## src/rtl/mastermind_pkg.sv

```systemverilog
// Shared types and helpers for the mastermind scorer: colour width, FSM state
// encoding, counter sizing and peg extraction from a packed code word.
package mastermind_pkg;

   localparam int COLOR_W    = 2;
   localparam int MAX_PEGS   = 8;
   localparam int MAX_CODE_W = COLOR_W * MAX_PEGS;

   typedef enum logic [1:0] {
      IDLE  = 2'd0,
      EXACT = 2'd1,
      CROSS = 2'd2,
      DONE  = 2'd3
   } state_e;

   // Width that holds 0..n without wrapping.
   function automatic int cnt_w(input int n);
      return $clog2(n + 1);
   endfunction

   function automatic logic [COLOR_W-1:0] peg_slice(input logic [MAX_CODE_W-1:0] code,
                                                    input int                    idx);
      return code[COLOR_W*idx +: COLOR_W];
   endfunction

endpackage

```

## src/rtl/mastermind_scorer_comp2.sv

```systemverilog
// Single 2-bit equality comparator shared by every peg comparison of the scorer.
module comp2
   import mastermind_pkg::*;
(
   input  logic [COLOR_W-1:0] a,
   input  logic [COLOR_W-1:0] b,
   output logic               a_eq_b
);

   assign a_eq_b = (a == b);

endmodule

```

## src/rtl/mastermind_scorer.sv

```systemverilog
// Sequential mastermind scorer: exact pass then guess-by-secret cross pass over one
// shared comparator. Define MASTERMIND_SCORER_EARLY_EXIT_EN to skip the cross pass on a win.
module mastermind_scorer
   import mastermind_pkg::*;
#(
   parameter int N_PEGS = 4
) (
   input  logic                        clk,
   input  logic                        rst_n,
   input  logic                        start,
   input  logic [COLOR_W*N_PEGS-1:0]   secret,
   input  logic [COLOR_W*N_PEGS-1:0]   guess,
   output logic                        busy,
   output logic                        done,
   output logic [cnt_w(N_PEGS)-1:0]    exact_cnt,
   output logic [cnt_w(N_PEGS)-1:0]    color_cnt,
   output logic                        win
);

   localparam int CW     = cnt_w(N_PEGS);
   localparam int IDX_W  = $clog2(N_PEGS);
   localparam int CODE_W = COLOR_W * N_PEGS;

   state_e              state_q, state_d;
   logic [CODE_W-1:0]   sec_q, gss_q;
   logic [IDX_W-1:0]    g_q, s_q;
   logic [N_PEGS-1:0]   sec_used_q, gss_used_q;
   logic [CW-1:0]       exact_q, color_q;
   logic                win_q;

   logic [MAX_CODE_W-1:0] sec_ext, gss_ext;
   logic [COLOR_W-1:0]    cmp_a, cmp_b;
   logic                  eq;
   logic                  g_last, s_last;
   logic                  exact_hit, cross_credit;
   logic [CW-1:0]         exact_nxt;
   logic                  all_exact;

   assign sec_ext = MAX_CODE_W'(sec_q);
   assign gss_ext = MAX_CODE_W'(gss_q);
   assign g_last  = (g_q == IDX_W'(N_PEGS - 1));
   assign s_last  = (s_q == IDX_W'(N_PEGS - 1));

   // Exact pass compares sec[g]/gss[g]; cross pass compares gss[g]/sec[s].
   always_comb begin
      cmp_a = peg_slice(sec_ext, int'(g_q));
      cmp_b = peg_slice(gss_ext, int'(g_q));
      if (state_q == CROSS) begin
         cmp_a = peg_slice(gss_ext, int'(g_q));
         cmp_b = peg_slice(sec_ext, int'(s_q));
      end
   end

   comp2 u_comp2 (
      .a      (cmp_a),
      .b      (cmp_b),
      .a_eq_b (eq)
   );

   assign exact_hit    = (state_q == EXACT) && eq;
   assign cross_credit = (state_q == CROSS) && eq && !gss_used_q[g_q] && !sec_used_q[s_q];
   assign exact_nxt    = exact_q + CW'(exact_hit);
   assign all_exact    = (exact_nxt == CW'(N_PEGS));

   always_ff @(posedge clk or negedge rst_n) begin
      if (!rst_n) state_q <= IDLE;
      else        state_q <= state_d;
   end

   always_comb begin
      state_d = state_q;
      case (state_q)
         IDLE:  if (start) state_d = EXACT;
         EXACT: if (g_last) begin
`ifdef MASTERMIND_SCORER_EARLY_EXIT_EN
                   state_d = all_exact ? DONE : CROSS;
`else
                   state_d = CROSS;
`endif
                end
         CROSS: if (g_last && s_last) state_d = DONE;
         DONE:  state_d = IDLE;
         default: state_d = IDLE;
      endcase
   end

   always_comb begin
      busy = (state_q == EXACT) || (state_q == CROSS);
      done = (state_q == DONE);
   end

   always_ff @(posedge clk or negedge rst_n) begin
      if (!rst_n) begin
         sec_q      <= '0;
         gss_q      <= '0;
         g_q        <= '0;
         s_q        <= '0;
         sec_used_q <= '0;
         gss_used_q <= '0;
         exact_q    <= '0;
         color_q    <= '0;
         win_q      <= 1'b0;
      end else begin
         case (state_q)
            IDLE: if (start) begin
               sec_q      <= secret;
               gss_q      <= guess;
               g_q        <= '0;
               s_q        <= '0;
               sec_used_q <= '0;
               gss_used_q <= '0;
               exact_q    <= '0;
               color_q    <= '0;
               win_q      <= 1'b0;
            end
            EXACT: begin
               if (exact_hit) begin
                  exact_q         <= exact_nxt;
                  sec_used_q[g_q] <= 1'b1;
                  gss_used_q[g_q] <= 1'b1;
               end
               g_q <= g_last ? '0 : g_q + IDX_W'(1);
            end
            CROSS: begin
               if (cross_credit) begin
                  color_q         <= color_q + CW'(1);
                  gss_used_q[g_q] <= 1'b1;
                  sec_used_q[s_q] <= 1'b1;
               end
               s_q <= s_last ? '0 : s_q + IDX_W'(1);
               if (s_last) g_q <= g_last ? '0 : g_q + IDX_W'(1);
            end
            default: ;
         endcase
         // win is captured on the way into DONE so it is valid alongside done.
         if (state_d == DONE && state_q != DONE) win_q <= all_exact;
      end
   end

   assign exact_cnt = exact_q;
   assign color_cnt = color_q;
   assign win       = win_q;

endmodule

```

## config.mk

```make
export PLATFORM = sky130hd
export DESIGN_NAME = mastermind_scorer
export DESIGN_NICKNAME = d
export VERILOG_FILES = /design/src/rtl/mastermind_pkg.sv /design/src/rtl/mastermind_scorer_comp2.sv /design/src/rtl/mastermind_scorer.sv
export SDC_FILE = /design/constraint.sdc
export NUM_CORES = 1
export LEC_CHECK = 0
export ABC_AREA = 1
export BUFFER_PORTS_ARGS = -buffer_cell sky130_fd_sc_hd__buf_2
export CAP_MARGIN = 10
export CELL_PAD_IN_SITES_DETAIL_PLACEMENT = 1
export CELL_PAD_IN_SITES_GLOBAL_PLACEMENT = 2
export CORE_MARGIN = 5
export CORE_UTILIZATION = 33
export DETAILED_ROUTE_END_ITERATION = 12
export PLACE_DENSITY = 0.8
export SYNTH_ARGS = -nofsm -noshare
export SYNTH_HDL_FRONTEND = slang
export SYNTH_HIERARCHICAL = 1
export SYNTH_SLANG_ARGS = --single-unit
```

## constraint.sdc

```tcl
create_clock -name clk -period 3 [get_ports clk]
set_input_delay 0.3 -clock clk [delete_from_list [all_inputs] [get_ports clk]]
set_output_delay 0.3 -clock clk [all_outputs]
set_load 0.05 [all_outputs]
```

Word-level counts from Yosys, hierarchy flattened
Index checks and enable logic that the tools add are counted.
Word-level totals
  register bits: 37
  output and inout port bits: 9
  word-level logic and storage cells: 96
Cells by class
  add/subtract/negate cells: 4
  order comparisons: 4
  eq/ne operators: 13
  shifts and indexed selects: 3
  muxes and demuxes: 35
  bitwise logic cells: 3
  reduce and logical (&&, ||, !) cells: 24
Operators by type and width (count)
  $shiftx 16x4->2: 3
  $pmux 4 s3: 2
  $mux 4: 5
  $mux 2: 9
  $or 4x4->4: 3
  $pmux 3 s2: 2
  $eq 2x2->1 const B: 5
  $ne 2x2->1 const B: 5
  $mux 3: 3
  $reduce_and 3->1: 3
  $logic_and 1x1->1: 8
  $pmux 2 s4: 1
  $reduce_bool 2->1: 4
  $mux 1: 7
  $lt 2x3->1 const B: 2
  $pmux 2 s3: 1
  $reduce_and 2->1: 3
  $add 2x1->2 const B: 2
  $bmux 1 s2: 2
  $demux 1 s2: 2
  $ge 2x1->1 const B: 2
  $pmux 2 s2: 1
  $reduce_and 4->1: 1
  $add 3x1->3: 1
  other kinds (8): 9

Depth between registers and ports, before layout
Gate-level depths: netlist of the first run.
  depth in word-level cells: 8
  mapped depth: 19

Modules after synthesis
Netlist of the first run, hierarchy kept.
Modules (own cells, without submodules)
  mastermind_scorer: times used 1, cells an instance 295, area an instance 2228.4 µm²
  comp2: times used 1, cells an instance 11, area an instance 41.3 µm²

Worst setup path before layout of the first run
OpenSTA, ideal clock, no wires.
  kind: flip-flop to flip-flop
  from: register g_q[0]
  to: register exact_q[2] (netlist: exact_cnt[2])
  library setup time: 0.128 ns
  arrival time: 2.265 ns
  required time: 2.872 ns
  path slack: 0.607 ns
  stages on the path, launching flop included: 16
  buffers on the path: 1
  cells stage by stage: dfrtp_1 > clkbuf_1 > nand2_1 > a32o_1 > o21ai_1 > inv_1 > nand2_1 > nand2_1 > nor2_1 > nand2_1 > inv_1 > ha_1 > ha_1 > xnor2_1 > nor2_1 > mux2_1
Between the ends
  cells in the longest elaborated chain, start to end: 7
RTL lines
  start: declaration: RTL line mastermind_scorer.sv:26  | logic [IDX_W-1:0] g_q, s_q;
  start signal: assignment: RTL line mastermind_scorer.sv:122  | g_q <= g_last ? '0 : g_q + IDX_W'(1);
  start signal: assignment: RTL line mastermind_scorer.sv:131  | if (s_last) g_q <= g_last ? '0 : g_q + IDX_W'(1);
  $shiftx 16x4->2: RTL line mastermind_pkg.sv:23  | return code[COLOR_W*idx +: COLOR_W];
  $mux 2 *: RTL line mastermind_scorer.sv:48  | if (state_q == CROSS) begin
  named net cmp_a[1]: RTL line mastermind_scorer.sv:32  | logic [COLOR_W-1:0] cmp_a, cmp_b;
  $eq 2x2->1 *: RTL line mastermind_scorer_comp2.sv:10  | assign a_eq_b = (a == b);
  named net eq: RTL line mastermind_scorer.sv:33  | logic eq;
  $logic_and 1x1->1 *: RTL line mastermind_scorer.sv:60  | assign exact_hit = (state_q == EXACT) && eq;
  $add 3x1->3: RTL line mastermind_scorer.sv:62  | assign exact_nxt = exact_q + CW'(exact_hit);
  $mux 3: RTL line mastermind_scorer.sv:117  | if (exact_hit) begin
  $pmux 3 s2: RTL line mastermind_scorer.sv:104  | case (state_q)
  end signal: assignment: RTL line mastermind_scorer.sv:118  | exact_q <= exact_nxt;
  end: declaration: RTL line mastermind_scorer.sv:28  | logic [CW-1:0] exact_q, color_q;
Mark *: on every way through the listed nets, which the timed path passes. The rest lies on a longest branch. The select of a mux whose other input is x is not followed.
A chain may end at the register's enable or synchronous reset.

Worst setup path in the final report of the first run
Same ends and word-level chain as after synthesis.

==> flow_summary.toml, run 1 <==
[run_status]
status = "finished, final reports clean"

[floorplan]
start_util_pct = 33.6
die_y_um = 92.9
rows = 30
io_pins = 28
core_um2 = 6760
die_area_um2 = 8640
dieWidth_um = 92.9

[setup_path]
cp.arrival_ns = 2.82
crit_fanout = 15
worstPathRequired_ns = 3.17
cp-start-kind = "register"
worstSetupPathType = "register to register"
endpoint_kind = "register"

[yosys]
ys_warn_count = 6
synth-seq-area-share_pct = 40.8
syn_avg_cell_area_um2 = 7.42
syn_nets = 342
synth_cells = 306
synth_area_leaders = "dfrtp_1 41%, nand2_1 17%, ha_1 9.4%"
yosys-top-cells-count = "104 x nand2_1, 37 x dfrtp_1, 33 x inv_1"
ys_ff_latch = 37
synth.distinct_cells = 26
synth-edff-count = 0
synth_top_family_by_area = "simple AND/OR/NAND/NOR gates"
synth_ff_type = "dfrtp_1"
synth_adder_area_share_pct = 9.37
synth_xor_area_share_pct = 0.772
synthMuxAreaShare_pct = 0.496
synth_top_area_share_pct = 40.8
synth_compound_area_share_pct = 12.1
synthSimpleGateAreaFrac_pct = 28.1
synth_top_area_cell = "dfrtp_1"
postSynth.asyncResetShare_pct = 100
syn-cell-area_um2 = 2270
yosysMostFrequentCell = "nand2_1"

[route]
routedWlPerCell_um = 13.7
firstDrtPassIters = 4
drc_errors = 0
vias = 2008
totalWireLength_um = 5670
drt_iter0_markers = 68
ant_nets = 0
viasPerCell = 4.84

[run]
cap_violations = 0

[timing]
hold_viol_final = 0
skew_ns = 0.0101
fin_ws_ns = 0.354
fin_tns_setup_ns = 0
drv_slew = 0
fin_crit_ns = 2.65
fin_crit_sh_pct = 88.2
slew_headroom_pct = 42.6
rsz0062_at_grt = "no"
max_freq_mhz = 378
setup_viol = 0
worstMarginPinSlew_ns = 0.862

[finish]
nets = 370
drive_gt1_share_pct = 16.1
fin_cells = 415
syn_to_final_growth_pct = 14.5
antennaDiodeCount = 0

[worst_hold_path]
hp-class = "primary input to asynchronous set/reset pin"

[clocking]
postCtsSetupRepairBufs = 0
clkTransAtPathRegs_ns = 0.08
cts_tree = "built"
cts_num_sinks = 37
numCtsBuffers = 5
htreeDepth = 2
clockRootBuffer = "clkbuf_8"
cts_resized = 0
cts.path.max_buffers = 2
cts_hold_buf = 0
clk-insertion-delay-late_ns = 0.30

[global_routing]
grt_pass1_vias = 2065
grt_pass1_wl_um = 9810
antenna_found_initial = 0
grtUsageTotal_pct = 14.2
grt_max_degree = 38
grt-ovfl-total = 0

[power]
finalPower_mw = 2.53
leakagePower_nw = 1.42
power_density_nw_per_um2 = 972
peakVddDrop_mv = 0.310

[placed_design]
gp_congestion = 0.789
dpl.hpwl_um = 4240
dp.cells = 407
io_buffers = 27
dp_worst_setup_slack_ns = 0.252
==> layout make-up <==
cell class	instances	area (µm²)
Timing Repair Buffer	29	150
Clock inverter	1	30.0
Clock buffer	7	86.3
Inverter	39	149
Tap cell	80	100
Fill cell	862	4160
Multi-Input combinational cell	222	1160
Sequential cell	37	927
==> layout by cell type (no fill, tap or decap), types with 2 or more instances in the layout <==
| cell | count |
|---|---|
| xnor2_1 | 2 |
| nand4_1 | 2 |
| buf_4 | 2 |
| nand2_1 | 104 |
| o21ai_1 | 10 |
| inv_1 | 33 |
| clkbuf_8 | 6 |
| buf_2 | 27 |
| nand3_1 | 21 |
| inv_2 | 5 |
| ha_1 | 16 |
| nor2_1 | 16 |
| dfrtp_1 | 36 |
| o21ai_0 | 23 |
| a32o_1 | 2 |
| nand2_2 | 4 |
| a21oi_1 | 12 |
==> power by group <==
group | total, mW | switching, mW | internal (mW) | leakage (nW)
logic | 1.23 | 0.831 | 0.398 | 0.878
clock network | 0.461 | 0.190 | 0.271 | 0.0585
registers | 0.835 | 0.159 | 0.675 | 0.481
==> worst paths after layout <==
check | from | end | slack (ns) | cells past startpoint
min | rst_n | color_cnt[0] | 0.10 | 1
max | g_q[0] | exact_cnt[2] | 0.35 | 15
max reg2reg | g_q[0] | exact_cnt[2] | 0.35 | 15
min in group clk | guess[5] | gss_q[5] | 0.19 | 3
min reg2reg | gss_used_q[3] | gss_used_q[3] | 0.47 | 2
max in group asynchronous | rst_n | g_q[0] | 2.29 | 1
==> worst max-delay path, stage by stage, from the launching register on <==
cell and delay (ns):
dfrtp_2 0.52, inv_4 0.17, nand2_1 0.07, a32o_1 0.25, o21ai_1 0.22, inv_1 0.08
nand2_1 0.06, nand2_1 0.05, nor2_1 0.17, nand2_1 0.08, inv_1 0.06, ha_1 0.14
ha_1 0.15, xnor2_1 0.14, nor2_1 0.06, mux2_1 0.30
==> metal layers <==
| layer | track usage [%] | wire length [µm] | vias up |
|---|---|---|---|
| li1 | - | - | 1028 |
| met1 | 18.6 | 2790 | 947 |
| met2 | 23.4 | 2650 | 25 |
| met3 | 3.09 | 155 | 8 |
| met4 | 4.27 | 77 | 0 |
| met5 | 0 | 0 | - |
==> flip-flops by register name, summed over array words and instances (netlist names) <==
signal / flops
sec_used_q: 4
gss_used_q: 4
color_cnt: 3
win: 1
g_q: 2
gss_q: 8
s_q: 2
sec_q: 8
state_q: 2
exact_cnt: 3
==> per-stage QoR <==
| stage | area [µm²] | hold slack, ns | util (%) |
|---|---|---|---|
| CTS | 2590 | 0.149 | 38.4 |
| finish | 2600 | 0.102 | 38.5 |
| floorplan | 2270 | 0.00441 | - |
| global placement | 2480 | 0.456 | 36.6 |
| global route | 2600 | 0.197 | 38.5 |
| detailed placement | 2480 | 0.464 | 36.6 |
==> cells by family after synthesis <==
family,Yosys count
and+or+nand+nor,152
AOI/OAI and AO/OA,50
buffers and inverters,47
DFF,37
adders and majority gates,17
xor gates and xnor gates,2
muxes,1
No activity file was read; power rests on OpenSTA's default activity.
==> run 2: changes to the inputs <==
Settings changed: CORE_UTILIZATION 33 to 36, PLACE_DENSITY 0.8 to 0.86.
Clock period 3 ns to 3.37 ns, I/O delays scaled along.
==> flow_summary.toml, run 2 (synthesized netlist as in run 1, its figures left out) <==
[run_status]
status = "finished, final reports clean"

[clocking]
htreeDepth = 2
cts.path.max_buffers = 2
cts_resized = 0
clockRootBuffer = "clkbuf_8"
cts_num_sinks = 37
clk-insertion-delay-late_ns = 0.30
numCtsBuffers = 5
clkTransAtPathRegs_ns = 0.08
postCtsSetupRepairBufs = 0
cts_tree = "built"
cts_hold_buf = 0

[setup_path]
critical-path-slowest-cell = "dfrtp_1"
crit_buf_inv = 3
crit_family = "flip-flops"
regToRegSetupSlack_ns = 0.68
cp.arrival_ns = 2.87
worstSetupPathType = "register to register"
path_cells = "inv_2, nand2_1, a32o_1, o21ai_1, inv_1, nand2_1, nand2_1, nor2_1, nand2_1, inv_1, ha_1, ha_1, xnor2_1, nor2_1, mux2_1"
crit_fanout = 15
r2r_cells = 15
worstPathRequired_ns = 3.55
crit_top_cell = "nand2_1"
reg2reg_from = "g_q[0]"
cp-start-kind = "register"
endpoint_kind = "register"
r2r_end = "exact_cnt[2]"
critical-path-max-stage-delay_ns = 0.55

[timing]
max_freq_mhz = 371
rsz0062_at_grt = "no"
fin_crit_sh_pct = 79.9
drv_slew = 0
hold_viol_final = 0
setup_viol = 0
worstMarginPinSlew_ns = 0.888
fin_crit_ns = 2.69
slew_headroom_pct = 40.8
fin_tns_setup_ns = 0
skew_ns = 0.00527

[route]
ant_nets = 0
drc_errors = 0
viasPerCell = 4.88
totalWireLength_um = 5790
firstDrtPassIters = 4
wl_met1_um = 2790
route.met3.wl_um = 144
dr_wl_met2_um = 2780
vias = 2005
routedWlPerCell_um = 14.1
drt_iter0_markers = 51
top_layer = "met4"

[floorplan]
dieWidth_um = 89.4
start_util_pct = 36.4
die_area_um2 = 7990
core_um2 = 6240
die_y_um = 89.4
io_pins = 28
rows = 29

[finish]
antennaDiodeCount = 0
syn_to_final_growth_pct = 13.7
utilization_pct = 41.4
nets = 369
drive_gt1_share_pct = 15.3
final_cell_mix = "104 x nand2_1, 37 x dfrtp_1, 33 x inv_1"
final_common_cell = "nand2_1"
largestRegisters = "gss_q (8), sec_q (8)"
fin_cells = 411

[placed_design]
gp_congestion = 0.768
dpl.hpwl_um = 4290
io_buffers = 27
dp.cells = 403

[power]
finalPower_mw = 2.24
peakVddDrop_mv = 0.342
power_density_nw_per_um2 = 867
leakagePower_nw = 1.42

[global_routing]
grt_pass1_vias = 2086
grt-ovfl-total = 0
grt_pass1_wl_um = 9740
antenna_found_initial = 0
grt_max_degree = 38
grtUsageTotal_pct = 15.8

[run]
cap_violations = 0

[worst_hold_path]
hp-class = "primary input to asynchronous set/reset pin"
run 2: how the worst max path moves through the flow:
stage	from	to	slack, ns	cells past startpoint
after floorplan	g_q[0]	exact_cnt[2]	0.98	15
final	g_q[0]	exact_cnt[2]	0.68	15
after global placement	state_q[0]	exact_cnt[2]	0.78	15
after detailed placement	g_q[0]	exact_cnt[2]	0.65	15
after global routing	g_q[0]	sec_used_q[3]	0.38	17
after CTS	g_q[0]	exact_cnt[2]	0.64	15
run 2: per-layer routing:
metal	vias up	track usage, %
met5	-	0
li1	1021	-
met2	22	27.4
met4	0	4.60
met3	7	3.04
met1	955	20.0
run 2: final cells by class:
type                       count  area (µm²)
fill                         815        3660
inverter                      39         146
clock buffer                   7        86.3
sequential                    37         926
timing repair buffer          28         143
multi-input combinational    222        1150
tap                           77        96.3
clock inverter                 1        30.0
run 2: power breakdown:
part           total [mW]  switching [mW]  internal [mW]
combinational        1.08           0.732          0.348
clock               0.411           0.169          0.242
sequential          0.746           0.146          0.600
total                2.24            1.05           1.19
run 2: worst reg2reg max path: stages, from the launching register on:
cell and delay (ns):
dfrtp_1 0.55, inv_2 0.25, nand2_1 0.10, a32o_1 0.25, o21ai_1 0.16, inv_1 0.06, nand2_1 0.05, nand2_1 0.05
nor2_1 0.18, nand2_1 0.08, inv_1 0.06, ha_1 0.13, ha_1 0.15, xnor2_1 0.14, nor2_1 0.07, mux2_1 0.29
run 2: through the flow:
step	setup slack (ns)	hold WS, ns	area [µm²]
floorplan	0.977	0.0414	2270
global placement	0.778	0.458	2460
detailed placement	0.652	0.464	2460
CTS	0.642	0.179	2580
global route	0.383	0.219	2580
finish	0.676	0.164	2580
==> run 3: changes to the inputs <==
Settings changed: ABC_AREA 1 to 0, CORE_UTILIZATION 36 to 38, PLACE_DENSITY 0.86 to 0.79.
Clock period 3.37 ns to 2.6 ns, I/O delays scaled along.
==> flow_summary.toml, run 3 <==
[yosys]
synth_cells = 187
synth_xor_area_share_pct = 1.19
yosys-top-cells-count = "37 x dfrtp_1, 20 x mux2_2, 17 x ha_1"
ys_ff_latch = 37
synth_compound_area_share_pct = 12.3
yosysMostFrequentCell = "dfrtp_1"
synth_ff_type = "dfrtp_1"
ys_warn_count = 6
synth_top_area_cell = "dfrtp_1"
synth-seq-area-share_pct = 42.0
postSynth.asyncResetShare_pct = 100
synth-edff-count = 0
synth.distinct_cells = 43
synthMuxAreaShare_pct = 19.5
synth_area_leaders = "dfrtp_1 42%, mux2_2 10%, ha_1 9.7%"
synth_adder_area_share_pct = 9.65
synth_top_family_by_area = "multiplexers"
synth_top_area_share_pct = 42.0
syn_nets = 223
syn-cell-area_um2 = 2200
synthSimpleGateAreaFrac_pct = 11.2
syn_avg_cell_area_um2 = 11.8

[finish]
final_cell_mix = "36 x dfrtp_1, 27 x buf_2, 17 x mux2_2"
utilization_pct = 49.0
nets = 264
largestRegisters = "gss_q (8), sec_q (8)"
final_common_cell = "dfrtp_1"
antennaDiodeCount = 0
drive_gt1_share_pct = 44.5
syn_to_final_growth_pct = 24.0

[global_routing]
antenna_found_initial = 0
grt_pass1_vias = 1739
grtUsageTotal_pct = 14.9
grt-ovfl-total = 0
grt_max_degree = 38
grt_pass1_wl_um = 8650

[timing]
drv_slew = 0
slew_headroom_pct = 43.1
fin_crit_ns = 2.71
max_freq_mhz = 369
setup_viol = 12
fin_ws_ns = -0.113
hold_viol_final = 0
skew_ns = 0.00715
rsz0062_at_grt = "yes"
worstMarginPinSlew_ns = 0.853
fin_crit_sh_pct = 104

[setup_path]
cp.arrival_ns = 2.88
cp-start-kind = "register"
endpoint_kind = "register"
regToRegSetupSlack_ns = -0.11
r2r_end = "color_cnt[2]"
r2r_cells = 9
crit_fanout = 5
reg2reg_from = "g_q[0]"
worstPathRequired_ns = 2.77
worstSetupPathType = "register to register"

[clocking]
cts_tree = "built"
cts_hold_buf = 0
cts.path.max_buffers = 2
clkTransAtPathRegs_ns = 0.08
numCtsBuffers = 5
cts_num_sinks = 37
clk-insertion-delay-late_ns = 0.29
htreeDepth = 2
clockRootBuffer = "clkbuf_8"

[placed_design]
io_buffers = 27
dpl.hpwl_um = 3860
gp_congestion = 0.770
dp_worst_setup_slack_ns = -0.211

[power]
p_int_mw = 2.03
pwr-share-clk_pct = 15.7
peakVddDrop_mv = 0.483
switchingPower_mw = 1.32
seq_power_share_pct = 28.0
leakagePower_nw = 1.27
combPwrFrac_pct = 56.3
power_switching_share_pct = 39.5
power_density_nw_per_um2 = 1230

[worst_hold_path]
hp-class = "primary input to asynchronous set/reset pin"

[floorplan]
core_um2 = 5570
die_y_um = 86.1
rows = 27
start_util_pct = 39.5
io_pins = 28
die_area_um2 = 7420
dieWidth_um = 86.1

[route]
drt_iter0_markers = 46
firstDrtPassIters = 4
totalWireLength_um = 5080
routedWlPerCell_um = 16.9
drc_errors = 0
ant_nets = 0
viasPerCell = 5.31
vias = 1597

[run_status]
status = "complete, but fails checks"
violations = "negative setup slack"

[run]
cap_violations = 0
run 3: logic make-up after synthesis:
family	count (synthesis)
AOI/OAI and AO/OA	37
xor gates and xnor gates	3
adders and majority gates	17
buffers and inverters	18
DFF	37
muxes	31
and+or+nand+nor	44
run 3: cell type report:
| cell class | count | area [µm²] |
|---|---|---|
| Clock buffer | 6 | 82.6 |
| Multi-Input combinational cell | 132 | 1310 |
| Sequential cell | 37 | 927 |
| Tap cell | 72 | 90.1 |
| Fill cell | 611 | 2840 |
| Clock inverter | 2 | 37.5 |
| Timing Repair Buffer | 41 | 240 |
| Inverter | 11 | 43.8 |
run 3: worst max-delay path, cell delays in order, from the launching register on:
cell and delay, ns:
dfrtp_2 0.44, mux4_2 0.53, mux2_4 0.29, xor2_2 0.20, nor2_4 0.07, and3b_1 0.19, a22oi_2 0.33, nor2_4 0.08
and4b_2 0.23, a211o_1 0.24
run 3: power groups by stage:
| stage | Combinational [mW] | Clock (mW) | Sequential, mW |
|---|---|---|---|
| finish | 1.89 | 0.526 | 0.938 |
| global route | 2.08 | 0.565 | 0.966 |
| CTS | 1.74 | 0.542 | 0.942 |
| detailed placement | 1.62 | 0 | 0.950 |
| global placement | 1.55 | 0 | 0.939 |
| floorplan | 1.21 | 0 | 0.899 |
run 3: worst max path at each step:
stage,startpoint,to,slack (ns),depth (start not counted)
floorplan,g_q[0],win,-0.08,10
global placement,g_q[0],win,-0.06,9
detailed placement,g_q[0],win,-0.21,9
CTS,g_q[0],win,-0.14,9
global route,g_q[0],win,-0.21,9
finish,g_q[0],color_cnt[2],-0.11,9
run 3: what timing repair did:
action / CTS / global route
setup buffers: 0 / 2
pin swaps: 5 / 11
setup endpoints to repair: 14 / 15
resized for setup: 13 / 10
run 3: per-stage QoR:
stage	hold slack [ns]	area (µm²)	setup TNS [ns]	std cells	power, mW
CTS	0.0998	2660	-0.695	299	3.23
finish	0.0728	2730	-0.584	301	3.35
detailed placement	0.423	2480	-2.06	291	2.57
floorplan	-0.0356	2220	-0.108	187	2.11
global placement	0.396	2480	-0.528	291	2.49
global route	0.142	2730	-2.33	301	3.61
run 3: layer usage:
layer	track usage, %	routed length, µm	part of all wire (%)	vias to the layer above
met1	18.5	2250	44	804
li1	-	-	-	758
met2	26.0	2590	51	27
met4	3.88	78	1.5	0
met3	3.27	158	3.1	8
met5	0	0	0	-
